$ cat src/rtl/traffic_pkg.sv
// Shared phase encoding, legal lamp patterns and the phase sequencing rule
// used by the traffic lamp monitor and its decoder.
package traffic_pkg;

    typedef enum logic [2:0] {
        PH_UNKNOWN = 3'd0,
        PH_NS_G    = 3'd1,
        PH_NS_Y    = 3'd2,
        PH_EW_G    = 3'd3,
        PH_EW_Y    = 3'd4,
        PH_ILLEGAL = 3'd7
    } phase_e;

    // Lamp vector order: {ns_g, ns_y, ns_r, ew_g, ew_y, ew_r}
    localparam logic [5:0] LAMP_NS_G = 6'b100001;
    localparam logic [5:0] LAMP_NS_Y = 6'b010001;
    localparam logic [5:0] LAMP_EW_G = 6'b001100;
    localparam logic [5:0] LAMP_EW_Y = 6'b001010;

    function automatic phase_e next_phase(input phase_e p);
        phase_e n;
        case (p)
            PH_NS_G: n = PH_NS_Y;
            PH_NS_Y: n = PH_EW_G;
            PH_EW_G: n = PH_EW_Y;
            PH_EW_Y: n = PH_NS_G;
            default: n = PH_ILLEGAL;
        endcase
        return n;
    endfunction

    function automatic logic is_lamp_phase(input phase_e p);
        return (p == PH_NS_G) || (p == PH_NS_Y) || (p == PH_EW_G) || (p == PH_EW_Y);
    endfunction

    function automatic logic is_green(input phase_e p);
        return (p == PH_NS_G) || (p == PH_EW_G);
    endfunction

endpackage

$ cat src/rtl/traffic_lamp_decode.sv
// Combinational lamp-pattern decoder: maps the six lamp bits onto a phase,
// with anything outside the four legal patterns reported as ILLEGAL.
module traffic_lamp_decode
    import traffic_pkg::*;
(
    input  logic   i_ns_green,
    input  logic   i_ns_yellow,
    input  logic   i_ns_red,
    input  logic   i_ew_green,
    input  logic   i_ew_yellow,
    input  logic   i_ew_red,
    output phase_e o_phase
);

    logic [5:0] w_lamps;

    assign w_lamps = {i_ns_green, i_ns_yellow, i_ns_red, i_ew_green, i_ew_yellow, i_ew_red};

    always_comb begin
        case (w_lamps)
            LAMP_NS_G: o_phase = PH_NS_G;
            LAMP_NS_Y: o_phase = PH_NS_Y;
            LAMP_EW_G: o_phase = PH_EW_G;
            LAMP_EW_Y: o_phase = PH_EW_Y;
            default:   o_phase = PH_ILLEGAL;
        endcase
    end

endmodule

$ cat src/rtl/traffic_lamp_monitor.sv
// Observe-only checker for the intersection controller's lamps: tracks the
// current phase, times it in ticks and raises sticky order/timing/conflict faults.
module traffic_lamp_monitor
    import traffic_pkg::*;
#(
    parameter int unsigned GRN_MIN = 10,
    parameter int unsigned GRN_MAX = 31,
    parameter int unsigned YEL_MIN = 3,
    parameter int unsigned YEL_MAX = 4,
    parameter int unsigned DW      = 8
) (
    input  logic          clk,
    input  logic          reset,
    input  logic          tick,
    input  logic          ns_green,
    input  logic          ns_yellow,
    input  logic          ns_red,
    input  logic          ew_green,
    input  logic          ew_yellow,
    input  logic          ew_red,
    input  logic          fault_clear,
    output logic [2:0]    phase,
    output logic          phase_valid,
    output logic [2:0]    last_phase,
    output logic [DW-1:0] last_dur,
    output logic [15:0]   cycle_count,
    output logic          fault_conflict,
    output logic          fault_sequence,
    output logic          fault_timing,
    output logic          fault_any
);

    localparam logic [DW-1:0] GRN_MIN_C = DW'(GRN_MIN);
    localparam logic [DW-1:0] GRN_MAX_C = DW'(GRN_MAX);
    localparam logic [DW-1:0] YEL_MIN_C = DW'(YEL_MIN);
    localparam logic [DW-1:0] YEL_MAX_C = DW'(YEL_MAX);

    phase_e        w_dec;
    logic          w_change;
    logic          w_timed;
    logic          w_to_legal;
    logic [DW-1:0] w_lim_min;
    logic [DW-1:0] w_lim_max;
    logic          w_stuck;
    logic          w_wrap;
    logic          w_set_conflict;
    logic          w_set_sequence;
    logic          w_set_timing;

    phase_e        r_phase,       w_phase_nxt;
    logic          r_synced,      w_synced_nxt;
    logic [DW-1:0] r_cnt,         w_cnt_nxt;
    logic          r_valid,       w_valid_nxt;
    phase_e        r_last_phase,  w_last_phase_nxt;
    logic [DW-1:0] r_last_dur,    w_last_dur_nxt;
    logic [15:0]   r_cycle,       w_cycle_nxt;
    logic          r_fc,          w_fc_nxt;
    logic          r_fs,          w_fs_nxt;
    logic          r_ft,          w_ft_nxt;
    logic          r_fault_any,   w_fault_any_nxt;

    traffic_lamp_decode u_decode (
        .i_ns_green  (ns_green),
        .i_ns_yellow (ns_yellow),
        .i_ns_red    (ns_red),
        .i_ew_green  (ew_green),
        .i_ew_yellow (ew_yellow),
        .i_ew_red    (ew_red),
        .o_phase     (w_dec)
    );

    // Event classification. Before sync, illegal patterns are not change events.
    always_comb begin
        // NOTE: every signal gets a default before any branch so no path can infer a latch.
        w_change       = 1'b0;
        w_lim_min      = YEL_MIN_C;
        w_lim_max      = YEL_MAX_C;
        w_to_legal     = (w_dec != PH_ILLEGAL);
        w_timed        = r_synced && is_lamp_phase(r_phase);

        if (r_synced) begin
            w_change = (w_dec != r_phase);
        end else begin
            w_change = w_to_legal;
        end

        if (is_green(r_phase)) begin
            w_lim_min = GRN_MIN_C;
            w_lim_max = GRN_MAX_C;
        end

        w_set_conflict = r_synced && w_change && !w_to_legal;
        w_set_sequence = w_timed && w_change && w_to_legal && (w_dec != next_phase(r_phase));
        // Overrun is flagged once, on the tick that carries the count past the limit.
        w_stuck        = w_timed && !w_change && tick && (r_cnt == w_lim_max);
        w_set_timing   = (w_timed && w_change && w_to_legal && (r_cnt < w_lim_min)) || w_stuck;
        w_wrap         = w_timed && w_change && (r_phase == PH_EW_Y) && (w_dec == PH_NS_G);
    end

    always_comb begin
        w_phase_nxt      = r_phase;
        w_synced_nxt     = r_synced;
        w_cnt_nxt        = r_cnt;
        w_valid_nxt      = 1'b0;
        w_last_phase_nxt = r_last_phase;
        w_last_dur_nxt   = r_last_dur;
        w_cycle_nxt      = r_cycle;

        if (w_change) begin
            w_phase_nxt      = w_dec;
            w_synced_nxt     = 1'b1;
            w_valid_nxt      = 1'b1;
            w_last_phase_nxt = r_phase;
            w_last_dur_nxt   = r_cnt;
            // A coincident tick already belongs to the phase being entered.
            w_cnt_nxt        = tick ? DW'(1) : '0;
        end else if (tick && !(&r_cnt)) begin
            w_cnt_nxt = r_cnt + DW'(1);
        end

        if (w_wrap) begin
            w_cycle_nxt = r_cycle + 16'd1;
        end

        w_fc_nxt        = w_set_conflict | (r_fc & ~fault_clear);
        w_fs_nxt        = w_set_sequence | (r_fs & ~fault_clear);
        w_ft_nxt        = w_set_timing   | (r_ft & ~fault_clear);
        w_fault_any_nxt = w_fc_nxt | w_fs_nxt | w_ft_nxt;
    end

    // NOTE: state registers use non-blocking assignments so every flop samples pre-edge values.
    always_ff @(posedge clk) begin
        if (reset) begin
            r_phase      <= PH_UNKNOWN;
            r_synced     <= 1'b0;
            r_cnt        <= '0;
            r_valid      <= 1'b0;
            r_last_phase <= PH_UNKNOWN;
            r_last_dur   <= '0;
            r_cycle      <= '0;
            r_fc         <= 1'b0;
            r_fs         <= 1'b0;
            r_ft         <= 1'b0;
            r_fault_any  <= 1'b0;
        end else begin
            r_phase      <= w_phase_nxt;
            r_synced     <= w_synced_nxt;
            r_cnt        <= w_cnt_nxt;
            r_valid      <= w_valid_nxt;
            r_last_phase <= w_last_phase_nxt;
            r_last_dur   <= w_last_dur_nxt;
            r_cycle      <= w_cycle_nxt;
            r_fc         <= w_fc_nxt;
            r_fs         <= w_fs_nxt;
            r_ft         <= w_ft_nxt;
            r_fault_any  <= w_fault_any_nxt;
        end
    end

    assign phase          = r_phase;
    assign phase_valid    = r_valid;
    assign last_phase     = r_last_phase;
    assign last_dur       = r_last_dur;
    assign cycle_count    = r_cycle;
    assign fault_conflict = r_fc;
    assign fault_sequence = r_fs;
    assign fault_timing   = r_ft;
    assign fault_any      = r_fault_any;

endmodule

$ cat config.mk
export PLATFORM = sky130hd
export DESIGN_NAME = traffic_lamp_monitor
export DESIGN_NICKNAME = d
export VERILOG_FILES = /design/src/rtl/traffic_pkg.sv /design/src/rtl/traffic_lamp_decode.sv /design/src/rtl/traffic_lamp_monitor.sv
export SDC_FILE = /design/constraint.sdc
export NUM_CORES = 1
export LEC_CHECK = 0
export CAP_MARGIN = 15
export CORE_MARGIN = 5
export CORE_UTILIZATION = 46
export CTS_CLUSTER_SIZE = 10
export DETAILED_ROUTE_END_ITERATION = 7
export GPL_TIMING_DRIVEN = 0
export PLACE_DENSITY = 0.77
export SLEW_MARGIN = 20
export SYNTH_ARGS = -nofsm -noshare
export SYNTH_HDL_FRONTEND = slang
export SYNTH_SLANG_ARGS = --single-unit
$ cat constraint.sdc
create_clock -name clk -period 2.05 [get_ports clk]
set_input_delay 0.205 -clock clk [delete_from_list [all_inputs] [get_ports clk]]
set_output_delay 0.205 -clock clk [all_outputs]
set_load 0.01 [all_outputs]
==> impl_metrics.py, run 1 <==
metrics = {
    "clock_network": {
        "cts_sinks": 44,
        "clkTransAtPathRegs_ns": 0.09,
        "clk_path_buf_depth": 2,
        "clk_latency_ns": 0.29,
        "cts_made_buffers": 5,
        "ctsHtreeMaxLevel": 2,
        "tritoncts": "built",
        "clockRootBuffer": "clkbuf_8",
    },
    "synthesis": {
        "synthCells": 276,
        "synth_cell_types": 47,
        "yosysWarnings": 0,
        "yosysSeqAreaShare_pct": 39.0,
        "async_flop_share_pct": 0,
        "synth_edf_count": 0,
        "netlist_area_um2": 2260,
        "synthFlopType": "dfxtp_1",
        "synthesis.nets": 290,
        "ys_seq_elements": 44,
        "synth.avg_cell_area_um2": 8.19,
    },
    "critical_path": {
        "path_class": "reg2reg",
        "reg2reg_from": "phase[1]$_SDFFE_PP0N_",
        "cp-end-kind": "flop",
        "worstPathArrival_ns": 2.17,
        "cp-start-kind": "flop",
        "crit_fanout": 11,
        "cpPeakStageDelay_ns": 0.40,
        "crit_chain": "nor4_4 -> and4_4 -> buf_2 -> nand4_1 -> buf_4 -> nor3_1 -> xnor2_1 -> nor2_1",
        "critical_path.startpoint": "phase[1]$_SDFFE_PP0N_",
        "critPathRequiredTime_ns": 2.22,
        "critPathSlowestCell": "dfxtp_4",
    },
    "sta": {
        "setup_tns_ns": 0,
        "maxSlewViolCount": 0,
        "worstMarginPinSlew_ns": 0.499,
        "max_freq_mhz": 500,
        "max_slew_margin_pct": 66.8,
        "hold_viol": 0,
        "min_period_over_period_pct": 97.5,
        "hold_ws_ns": 0.282,
        "finalSetupViolations": 0,
        "fin_crit_ns": 2.00,
        "skew_ns": 0.00601,
    },
    "floorplanning": {
        "rows": 25,
        "core_um2": 4750,
        "initial_core_util_pct": 47.6,
        "die_x_um": 80.1,
        "io-pin-count": 45,
        "die_h_um": 80.1,
        "design.die.area_um2": 6420,
    },
    "drt": {
        "detail_route.iter0.violations": 80,
        "ant_nets": 0,
        "wl_um": 5970,
        "vias": 2171,
        "drc_errors": 0,
        "viasPerCell": 5.47,
        "first_pass_iters": 5,
        "detail_route.wl_per_cell_um": 15.0,
    },
    "grt": {
        "grtUsageMet1_pct": 24.3,
        "overflow": 0,
        "top_usage_layer": "met2",
        "met2_usage_pct": 30.7,
        "grt_antenna_before_repair": 0,
        "grt_pass1_vias": 2045,
        "grt_max_degree": 14,
        "use_met3_pct": 4.48,
        "grt_pass1_wl_um": 9520,
        "grtUsageTotal_pct": 18.6,
    },
    "cells_and_area": {
        "n_antenna_cell": 0,
        "fin_util_pct": 63.8,
        "drive_gt1_share_pct": 16.1,
        "layout_common_cells": "dfxtp_1, clkdlybuf4s50_1, nor2_1",
        "final_design_area_no_fill_um2": 3030,
        "area_growth_pct": 34.1,
        "layout.nets": 343,
        "layout_commonest_cell": "dfxtp_1",
    },
    "power_and_ir_drop": {
        "netSwitchingPower_uw": 428,
        "combPwrFrac_pct": 12.5,
        "switching_share_pct": 25.7,
        "p_leak_uw": 0.00105,
        "p_int_uw": 1240,
        "clkPwrFrac_pct": 33.9,
        "p_seq_share_pct": 53.6,
        "power_density_nw_per_um2": 550,
        "irDropWorstVdd_mv": 0.425,
    },
    "place": {
        "post-dp-hpwl_um": 4100,
        "portBuffers": 42,
        "dpl_cell_area_um2": 2790,
        "place_congestion": 0.802,
    },
    "run": {
        "maxCapViolations": 0,
    },
    "worst_hold_path": {
        "hold_path.startpoint": "reset",
        "worst_hold_path_type": "in2reg",
    },
    "run_status": {
        "status": "completed",
    },
}
## synth_stat cells (all sizes together) (2+ instances only)
master | number | area share (%)
xnor2 | 12 | 4.6
o21ai | 22 | 4.9
clkbuf | 11 | 1.8
nand2 | 16 | 2.7
mux2i | 3 | 1.3
nand4 | 3 | 0.83
a211oi | 2 | 0.66
nor2 | 24 | 4.0
and4 | 2 | 0.77
inv | 6 | 1.0
nor3 | 19 | 4.2
dfxtp | 44 | 39
a31oi | 3 | 0.83
xor2 | 8 | 3.1
nand4bb | 2 | 1.2
nand2b | 5 | 1.4
and4bb | 3 | 1.7
nor3b | 3 | 1.0
nor4 | 2 | 0.55
nand3 | 21 | 4.6
o21a | 2 | 0.66
a21oi | 20 | 4.4
buf | 7 | 1.8
and3 | 5 | 1.6
nor2b | 3 | 0.83
or3 | 10 | 3.0
ha | 4 | 2.2
## critical path, delay by kind of cell, from the launching register on
kind / cells / cell delay [ns]
buf+inv: 2 / 0.34
xor+xnor: 1 / 0.19
simple gates: 5 / 0.95
flops: 1 / 0.40
## layout make-up
cell class	count	area (um^2)
Tap cell	67	83.8
Clock buffer	7	86.3
Inverter	6	22.5
Clock inverter	1	7.51
Sequential cell	44	892
Buffer	15	83.8
Multi-Input combinational cell	208	1400
Timing Repair Buffer	49	453
Fill cell	433	1720
## power by group through the flow
stage | Sequential (uW) | Combinational [uW] | Clock, uW
floorplan | 904 | 119 | 0
global placement | 902 | 186 | 0
detailed placement | 903 | 193 | 0
CTS | 894 | 186 | 572
global route | 898 | 226 | 615
finish | 894 | 208 | 565
## per-stage QoR
stage / total power (uW) / worst slack, ns / std cells
2_1_floorplan: 1020 / 0.0491 / 276
3_3_place_gp: 1090 / -0.644 / 385
3_5_place_dp: 1100 / -0.661 / 385
4_1_cts: 1650 / 0.00278 / 392
5_1_grt: 1740 / -0.0789 / 397
6_report: 1670 / 0.0519 / 397
## kinds of logic after synthesis
group                      share of synthesized area (%)
DFF                                                 39.0
buffers and inverters                               4.59
adders and majority gates                           2.21
xor gates and xnor gates                            7.75
AOI/OAI and AO/OA                                   14.9
muxes                                               1.33
and+or+nand+nor                                     30.3
## final timing paths
check                                      end  slack [ns]  depth (start not counted)
setup / recovery  cycle_count[13]$_SDFFE_PP0P_        0.05                          8
hold / removal       fault_conflict$_SDFF_PP0_        0.28                          2
setup reg to reg  cycle_count[13]$_SDFFE_PP0P_        0.05                          8
hold reg to reg       last_dur[4]$_SDFFE_PP0N_        0.49                          2
## flip-flops by register name, indices dropped and copies added (netlist names)
| signal | flops |
|---|---|
| cycle_count | 16 |
| fault_any | 1 |
| fault_conflict | 1 |
| fault_sequence | 1 |
| fault_timing | 1 |
| last_dur | 8 |
| last_phase | 3 |
| phase | 3 |
| phase_valid | 1 |
| r_cnt | 8 |
| r_synced | 1 |
## what timing repair did
item	CTS	global route
resized for setup	22	28
pin swaps	0	3
hold buffers	0	0
setup buffers	2	5
setup endpoints to repair	34	32
## metal layers
metal  part of all wire, %  routed length (um)  vias to the layer above
met5                     0                   0                        -
met2                    49                2940                       54
met3                   4.9                 290                        7
li1                      -                   -                     1097
met4                  0.80                  48                        0
met1                    45                2690                     1013
(Power assumes the default switching activity.)
==> run 2, diff against run 1 <==
--- a/config.mk
+++ b/config.mk
@@ -6,6 +6,7 @@
 export NUM_CORES = 1
 export LEC_CHECK = 0
 export CAP_MARGIN = 15
+export CORE_ASPECT_RATIO = 0.7
 export CORE_MARGIN = 5
 export CORE_UTILIZATION = 46
 export CTS_CLUSTER_SIZE = 10
==> impl_metrics.py, run 2 (same netlist as run 1, synthesis figures left out) <==
metrics = {
    "grt": {
        "grt_pass1_wl_um": 8960,
        "grtUsageTotal_pct": 17.7,
        "grt_max_degree": 14,
        "grt_pass1_vias": 1898,
        "overflow": 0,
        "grt_antenna_before_repair": 0,
    },
    "worst_hold_path": {
        "worst_hold_path_type": "in2reg",
        "holdPathStages": 2,
        "min_to": "fault_conflict$_SDFF_PP0_",
        "hold_path.startpoint": "reset",
    },
    "clock_network": {
        "tritoncts": "built",
        "clockRootBuffer": "clkbuf_8",
        "cts_hold_buf": 0,
        "cts_made_buffers": 5,
        "clk_latency_ns": 0.30,
        "cts_sinks": 44,
        "ctsHtreeMaxLevel": 2,
        "clk_path_buf_depth": 2,
        "clkTransAtPathRegs_ns": 0.08,
    },
    "sta": {
        "finalSetupViolations": 0,
        "min_period_over_period_pct": 97.2,
        "hold_viol": 0,
        "skew_ns": 0.00891,
        "max_slew_margin_pct": 66.1,
        "maxSlewViolCount": 0,
        "fin_crit_ns": 1.99,
        "max_freq_mhz": 502,
        "worstMarginPinSlew_ns": 0.508,
    },
    "critical_path": {
        "critPathRequiredTime_ns": 2.28,
        "cp-start-kind": "flop",
        "reg2reg_slack_ns": 0.06,
        "rr_worst_depth": 8,
        "crit_fanout": 6,
        "reg2reg_from": "phase[0]$_SDFFE_PP0N_",
        "worstPathArrival_ns": 2.22,
        "critical_path.startpoint": "phase[0]$_SDFFE_PP0N_",
        "reg2reg_to": "fault_timing$_SDFF_PP0_",
        "cp-end-kind": "flop",
        "path_class": "reg2reg",
    },
    "cells_and_area": {
        "n_antenna_cell": 0,
        "final_design_area_no_fill_um2": 3080,
        "layout.nets": 344,
        "area_growth_pct": 36.2,
        "drive_gt1_share_pct": 16.3,
        "layout_common_cells": "dfxtp_1, clkdlybuf4s50_1, nor2_1",
        "largest_reg_flops": 16,
        "final_cells": 400,
        "layout_commonest_cell": "dfxtp_1",
    },
    "drt": {
        "ant_nets": 0,
        "viasPerCell": 5.55,
        "drc_errors": 0,
        "detail_route.wl_per_cell_um": 14.8,
        "detail_route.iter0.violations": 183,
        "first_pass_iters": 4,
        "wl_um": 5940,
        "vias": 2219,
    },
    "floorplanning": {
        "die_x_um": 93.8,
        "initial_core_util_pct": 47.3,
        "die_h_um": 68.7,
        "io-pin-count": 45,
        "design.die.area_um2": 6440,
        "rows": 21,
        "core_um2": 4780,
    },
    "power_and_ir_drop": {
        "switching_share_pct": 23.9,
        "p_int_uw": 1400,
        "clkPwrFrac_pct": 39.6,
        "power_density_nw_per_um2": 596,
        "p_leak_uw": 0.00108,
        "p_seq_share_pct": 48.9,
        "netSwitchingPower_uw": 439,
        "irDropWorstVdd_mv": 0.445,
        "power.total_uw": 1840,
        "combPwrFrac_pct": 11.5,
    },
    "place": {
        "place_congestion": 0.833,
        "post-dp-hpwl_um": 4120,
        "dp_cells": 387,
        "portBuffers": 42,
        "dpl_cell_area_um2": 2790,
    },
    "run": {
        "maxCapViolations": 0,
    },
    "run_status": {
        "status": "completed",
    },
}
run 2: cell count changes in the layout (fill, tap and decap cells not counted), sizes merged:
cell / delta
buf: +1
bufinv: +1
clkinvlp: -1
run 2: worst max-delay path by stage:
stage                                         end  slack [ns]  cells past startpoint
after floorplan           fault_timing$_SDFF_PP0_        0.05                      8
after global placement      phase[2]$_SDFFE_PP0N_       -0.72                      8
after detailed placement    phase[2]$_SDFFE_PP0N_       -0.72                      8
after CTS                 fault_timing$_SDFF_PP0_       0.002                      7
after global routing      fault_timing$_SDFF_PP0_      -0.006                      8
final                     fault_timing$_SDFF_PP0_        0.06                      8
run 2: final cells by class:
| cell class | instances | area [um^2] |
|---|---|---|
| clock buffer | 7 | 96.3 |
| clock inverter | 1 | 30.0 |
| timing repair buffer | 50 | 460 |
| fill | 400 | 1700 |
| multi-input combinational | 208 | 1410 |
| tap | 69 | 86.3 |
| sequential | 44 | 890 |
| buffer | 15 | 86.3 |
| inverter | 6 | 22.5 |
run 2: routing by layer:
layer  global-route usage (%)  vias up  wire [um]
met2                     27.0       58       2560
met3                     4.23        7        331
met1                     24.7     1053       2990
li1                         -     1101          -
met4                     5.95        0         57
met5                        0        -          0
run 2: what timing repair did:
item                                    CTS  global route
pin swaps                                 1             6
endpoints found under the setup margin   36            35
resized for setup                        20            36
gates cloned                              0             1
setup buffers                             2             5
run 2: power groups by stage:
stage                     Sequential, uW  Clock, uW  Combinational [uW]
after floorplan                      904          0                 119
after global placement               903          0                 188
after detailed placement             903          0                 193
after CTS                            895        738                 184
after global routing                 900        763                 230
final                                897        728                 211
run 2: through the flow:
step	setup slack (ns)	hold WS [ns]	setup TNS, ns	utilization, %
after floorplan	0.0491	0.396	0	-
after global placement	-0.724	0.471	-18.51	58.4
after detailed placement	-0.724	0.471	-19.23	58.4
after CTS	0.00226	0.281	0	62.1
after global routing	-0.00555	0.325	-0.00555	64.4
final	0.0584	0.295	0	64.4
run 2: worst max-delay path, cell delays in order (launching register included):
cell and delay, ns:
dfxtp_4 0.38, nor2b_4 0.14, inv_1 0.11, ha_1 0.16
nor2b_1 0.04, o21ai_0 0.14, or4b_4 0.49, or3_1 0.34
a31oi_1 0.13
